### config.mk
export PLATFORM = sky130hd
export DESIGN_NAME = itof_pipe
export DESIGN_NICKNAME = d
export VERILOG_FILES = /design/src/rtl/itof_pipe.sv
export SDC_FILE = /design/constraint.sdc
export NUM_CORES = 1
export LEC_CHECK = 0
export ABC_CLOCK_PERIOD_IN_PS = 5900
export CORE_AREA = 3 3 98 123
export CTS_CLUSTER_SIZE = 25
export DETAILED_ROUTE_END_ITERATION = 6
export DIE_AREA = 0 0 101 126
export PLACE_DENSITY = 0.81
export RECOVER_POWER = 50
export SLEW_MARGIN = 20
export SYNTH_ARGS = -nofsm -noshare
export SYNTH_HDL_FRONTEND = slang
export SYNTH_SLANG_ARGS = --single-unit
### constraint.sdc
create_clock -name clk -period 5.9 [get_ports clk]
set_clock_uncertainty 0.2 [all_clocks]
set_input_delay 0.885 -clock clk [delete_from_list [all_inputs] [get_ports clk]]
set_output_delay 0.885 -clock clk [all_outputs]
set_load 0.02 [all_outputs]
### src/rtl/itof_pipe.sv
// itof_pipe: pipelined 32-bit integer to IEEE-754 single-precision converter.
// It supports signed or unsigned operands, round-to-nearest-even or
// round-toward-zero, an inexact flag, and valid/ready flow control.
//
// Handshake: an input transfers on a rising edge where in_valid & in_ready.
// An output transfers on a rising edge where out_valid & out_ready.
// in_ready is the global advance enable (~out_valid | out_ready). It is purely
// combinational from the output stage and out_ready. Every stage moves
// together or holds together, so bubbles stay in place.
//
// Stage split for NSTAGE >= 2:
//   stage 0 holds the sign and magnitude,
//   stage 1 holds the packed result after LZC, normalise and round,
//   stages 2.. are plain delay registers.
// For NSTAGE == 1 the whole conversion sits in front of the single output
// register.
module itof_pipe #(
    parameter int NSTAGE = 2
) (
    input  logic        clk,
    input  logic        rstn,
    input  logic        in_valid,
    output logic        in_ready,
    input  logic [31:0] x,
    input  logic        uns,
    input  logic        rm,
    output logic        out_valid,
    input  logic        out_ready,
    output logic [31:0] y,
    output logic        inexact
);

    logic        en;
    logic        in_s;
    logic [31:0] in_m;

    assign en       = ~out_valid | out_ready;
    assign in_ready = en;

    // Sign and magnitude. Signed 0x80000000 negates to itself, which is 2^31 unsigned.
    assign in_s = ~uns & x[31];
    assign in_m = in_s ? (32'd0 - x) : x;

    // Returns {inexact, y} for a sign/magnitude pair; rz=1 selects truncation.
    function automatic logic [32:0] convert(input logic s, input logic [31:0] m,
                                            input logic rz);
        logic [4:0]  p;
        logic [31:0] norm;
        logic [22:0] mant;
        logic        g;
        logic        st;
        logic        inc;
        logic [23:0] sum;
        logic [7:0]  e;
        p = 5'd0;
        for (int i = 0; i < 32; i++) begin
            if (m[i]) p = i[4:0];
        end
        // Left-align the leading one at bit 31; bits below bit 0 zero-fill.
        norm = m << (5'd31 - p);
        mant = norm[30:8];
        g    = norm[7];
        st   = |norm[6:0];
        inc  = ~rz & g & (st | mant[0]);
        sum  = {1'b0, mant} + {23'd0, inc};
        // A mantissa carry wraps the fraction to zero and bumps the exponent.
        e    = 8'd127 + {3'd0, p} + {7'd0, sum[23]};
        if (m == 32'd0) convert = 33'd0;
        else            convert = {g | st, s, e, sum[22:0]};
    endfunction

    generate
        if (NSTAGE == 1) begin : g_one
            logic        v_q;
            logic [31:0] y_q;
            logic        ix_q;
            logic [32:0] conv_d;

            assign conv_d = convert(in_s, in_m, rm);

            // Single output register that loads the full conversion on advance.
            always_ff @(posedge clk or negedge rstn) begin
                if (!rstn) begin
                    v_q  <= 1'b0;
                    y_q  <= 32'h0;
                    ix_q <= 1'b0;
                end else if (en) begin
                    v_q <= in_valid;
                    if (in_valid) begin
                        y_q  <= conv_d[31:0];
                        ix_q <= conv_d[32];
                    end
                end
            end

            assign out_valid = v_q;
            assign y         = y_q;
            assign inexact   = ix_q;
        end else begin : g_multi
            logic        s0_v_q;
            logic        s0_s_q;
            logic [31:0] s0_m_q;
            logic        s0_rm_q;
            logic        r_v_q  [1:NSTAGE-1];
            logic [31:0] r_y_q  [1:NSTAGE-1];
            logic        r_ix_q [1:NSTAGE-1];
            logic [32:0] conv_d;

            assign conv_d = convert(s0_s_q, s0_m_q, s0_rm_q);

            // Stage 0 captures the sign, the magnitude and the rounding mode of an accepted input.
            always_ff @(posedge clk or negedge rstn) begin
                if (!rstn) begin
                    s0_v_q  <= 1'b0;
                    s0_s_q  <= 1'b0;
                    s0_m_q  <= 32'h0;
                    s0_rm_q <= 1'b0;
                end else if (en) begin
                    s0_v_q <= in_valid;
                    if (in_valid) begin
                        s0_s_q  <= in_s;
                        s0_m_q  <= in_m;
                        s0_rm_q <= rm;
                    end
                end
            end

            // Result stages: stage 1 takes the rounded result and later stages shift it along.
            always_ff @(posedge clk or negedge rstn) begin
                if (!rstn) begin
                    for (int k = 1; k < NSTAGE; k++) begin
                        r_v_q[k]  <= 1'b0;
                        r_y_q[k]  <= 32'h0;
                        r_ix_q[k] <= 1'b0;
                    end
                end else if (en) begin
                    r_v_q[1] <= s0_v_q;
                    if (s0_v_q) begin
                        r_y_q[1]  <= conv_d[31:0];
                        r_ix_q[1] <= conv_d[32];
                    end
                    for (int k = 2; k < NSTAGE; k++) begin
                        r_v_q[k] <= r_v_q[k-1];
                        if (r_v_q[k-1]) begin
                            r_y_q[k]  <= r_y_q[k-1];
                            r_ix_q[k] <= r_ix_q[k-1];
                        end
                    end
                end
            end

            assign out_valid = r_v_q[NSTAGE-1];
            assign y         = r_y_q[NSTAGE-1];
            assign inexact   = r_ix_q[NSTAGE-1];
        end
    endgenerate

endmodule

==> impl_metrics.toml <==
[clock_tree]
cts_root_buffer = "clkbuf_16"
post_cts_buffers = 0
clock_sinks = 69
cts_tree = "yes"
hold_buffers = 0
clkTransAtPathRegs_ns = 0.06
ctsResizeCount = 0
cts_buffers = 9
ctsHtreeMaxLevel = 3
clockBufferDepth = 2
worstSkewPairLatency_ns = 0.34

[min_path]
hold_path_end = "y[2]"
holdPathStages = 2
hp-class = "flop to flop"
min_from = "y[2]"

[setup_path]
required_ns = 5.90
critPathKind = "flop to flop"
reg2reg_from = "g_multi.s0_m_q[24]"
cp_top_family = "compound AO/OA/AOI/OAI gates"
crit_slowest_cell = "o31ai_1"
start_kind = "flop"
crit_start = "g_multi.s0_m_q[24]"
critical_path_depth = 17
crit_path_end_kind = "flop"
crit_fanout = 14
cp_cell_sequence = "nor2_1 > o31ai_1 > o21ai_4 > buf_4 > a31oi_1 > nor2_1 > a21oi_1 > o2bb2ai_1 > a2111oi_1 > buf_4 > or4_1 > nor4_1 > nand3_1 > ha_1 > nand2_1 > a2111oi_0 > o21ai_0"
rr_worst_depth = 17
r2r_slack_ns = 0.57
cpPeakStageDelay_ns = 0.70
worst_r2r_endpoint = "y[27]"
arrival_ns = 5.33
cp_num_buf_inv = 2

[synthesis]
synth-seq-cells = 69
yosys_warnings = 0
syn_area_um2 = 6320
postSynth.asyncResetShare_pct = 100
synthCells = 840
synth-seq-area-share_pct = 27.3
synth-main-ff-cell = "dfrtp_1"
synth.distinct_cells = 83
synth_nets = 882
synth_edf_count = 0
synth_area_per_cell_um2 = 7.52

[floorplanning]
num_rows = 43
start_util_pct = 57.0
dieHeight_um = 126
die_area_um2 = 12700
core_um2 = 11100
ios = 73
die_w_um = 101

[routing]
num_vias = 7227
wl_um = 22800
ant_nets = 0
drtIter0Drc = 735
avgViaCountPerCell = 6.94
drc = 8
dr.pass1.iters = 7
wire_per_inst_um = 21.9

[pwr]
total_power_mw = 3.25
ir_drop_v = 0.000163
p_per_area_nw_per_um2 = 432
leakagePower_nw = 2.95

[layout]
layout_commonest_cell = "nand2_1"
final_nets = 943
syn_to_final_growth_pct = 19.2
layout_common_cells = "nand2_1, o21ai_0, dfrtp_1"
antenna_cells = 0
drive_above_1_share_pct = 10.3

[placement]
hpwl_um = 17300
portBuffers = 72
routabilityCongestion = 1.11

[sta]
setup_violations = 0
rsz0062_at_grt = "no"
fmax_mhz = 188
tightest_slew_ns = 3.70
period_minus_slack_ns = 5.33
slew_viol_final = 70
worst_slew_margin_rel_pct = -147
setup_tns_ns = 0
final.period_utilization_pct = 90.3
hold_viol = 0

[grt]
grt_pass1_vias = 6824
grt_max_degree = 70
grt-ovfl-total = 0
grtUsageTotal_pct = 36.2
antenna_found_initial = 0
grt_first_pass_wirelength_um = 36300

[run_status]
status = "finished, violations left"
failed_checks = "design-rule violations, max-capacitance violations, max-slew violations"

[job]
drv_cap = 1
-- routing by layer --
metal  GRT usage, %  routed length (µm)
met3           6.32                1970
met4           24.0                1800
met5              0                   0
met2           59.2               10800
met1           42.8                8300
-- cell type report --
| class | instances | area (µm²) |
|---|---|---|
| tap | 135 | 169 |
| clock buffer | 11 | 233 |
| sequential | 69 | 1730 |
| multi-input combinational | 699 | 4280 |
| timing repair buffer | 112 | 1010 |
| fill | 938 | 3550 |
| clock inverter | 5 | 75.1 |
| inverter | 10 | 37.5 |
-- power breakdown --
group | switching, mW | internal (mW)
logic | 1.20 | 0.727
clock network | 0.204 | 0.368
registers | 0.142 | 0.610
total | 1.55 | 1.70
-- stage by stage --
stage          util [%]  hold WS (ns)  area (µm²)  std cells  setup slack (ns)
2_1_floorplan         -         0.251        6320        840              1.62
5_1_grt            67.9         0.308        7530       1041             0.171
3_3_place_gp       65.2         0.260        7220       1025             0.790
4_1_cts            67.9         0.281        7530       1041             0.716
6_report           67.9         0.269        7530       1041             0.571
3_5_place_dp       65.2         0.269        7220       1025             0.734
-- cells in the mapped netlist (6+ instances only) --
cell      number  area share [%]
o21ai_1        9            0.71
o21ai_0       81             6.4
nor4_1        14             1.4
nand4_1       10            0.99
nand2b_1       7            0.69
nand3_1       61             4.8
a31oi_1       17             1.7
buf_2         22             1.7
nor3_1        22             1.7
o22ai_1       10            0.99
dfrtp_1       69              27
o211ai_1      19             2.3
a22o_1         8             1.1
inv_1          9            0.53
or3_1          9            0.89
o31ai_1       19             2.3
a211oi_1      14             1.7
nand2_1      116             6.9
or4_1         14             1.7
xor2_1        19             2.6
a211o_1        6            0.83
clkbuf_1      33             2.0
a21oi_1       41             3.2
xnor2_1       18             2.5
a22oi_1        6            0.71
mux2i_1        7             1.1
nor2_1        61             3.6
-- sequential cells by signal (all words and copies together), names as in the netlist --
register and count:
g_multi.s0_v_q 1, g_multi.s0_rm_q 1, g_multi.s0_s_q 1, inexact 1, y 32, g_multi.s0_m_q 32
out_valid 1
-- kinds of logic (layout without fill, tap and decap cells) --
| group | after synthesis | in the layout | share of synthesized area [%] |
|---|---|---|---|
| compound gates | 294 | 294 | 31.5 |
| xor+xnor | 37 | 37 | 5.13 |
| fa+ha+maj | 4 | 4 | 0.792 |
| buf+inv | 72 | 138 | 5.07 |
| flops | 69 | 69 | 27.3 |
| mux | 13 | 13 | 2.36 |
| simple gates | 351 | 351 | 27.8 |
-- worst register-to-register path, cell delays in order (launching register included) --
cell and delay (ns):
dfrtp_1 0.54, nor2_1 0.10, o31ai_1 0.70, o21ai_4 0.26, buf_4 0.26, a31oi_1 0.67, nor2_1 0.08, a21oi_1 0.19
o2bb2ai_1 0.15, a2111oi_1 0.50, buf_4 0.24, or4_1 0.16, nor4_1 0.07, nand3_1 0.14, ha_1 0.17, nand2_1 0.10
a2111oi_0 0.53, o21ai_0 0.14
-- worst max path at each step --
stage               slack (ns)  endpoint
floorplan                 1.62     y[27]
global placement          0.79     y[27]
detailed placement        0.73     y[27]
CTS                       0.72     y[27]
global route              0.17     y[27]
finish                    0.57     y[27]
Power figures use the tool's default switching activity.
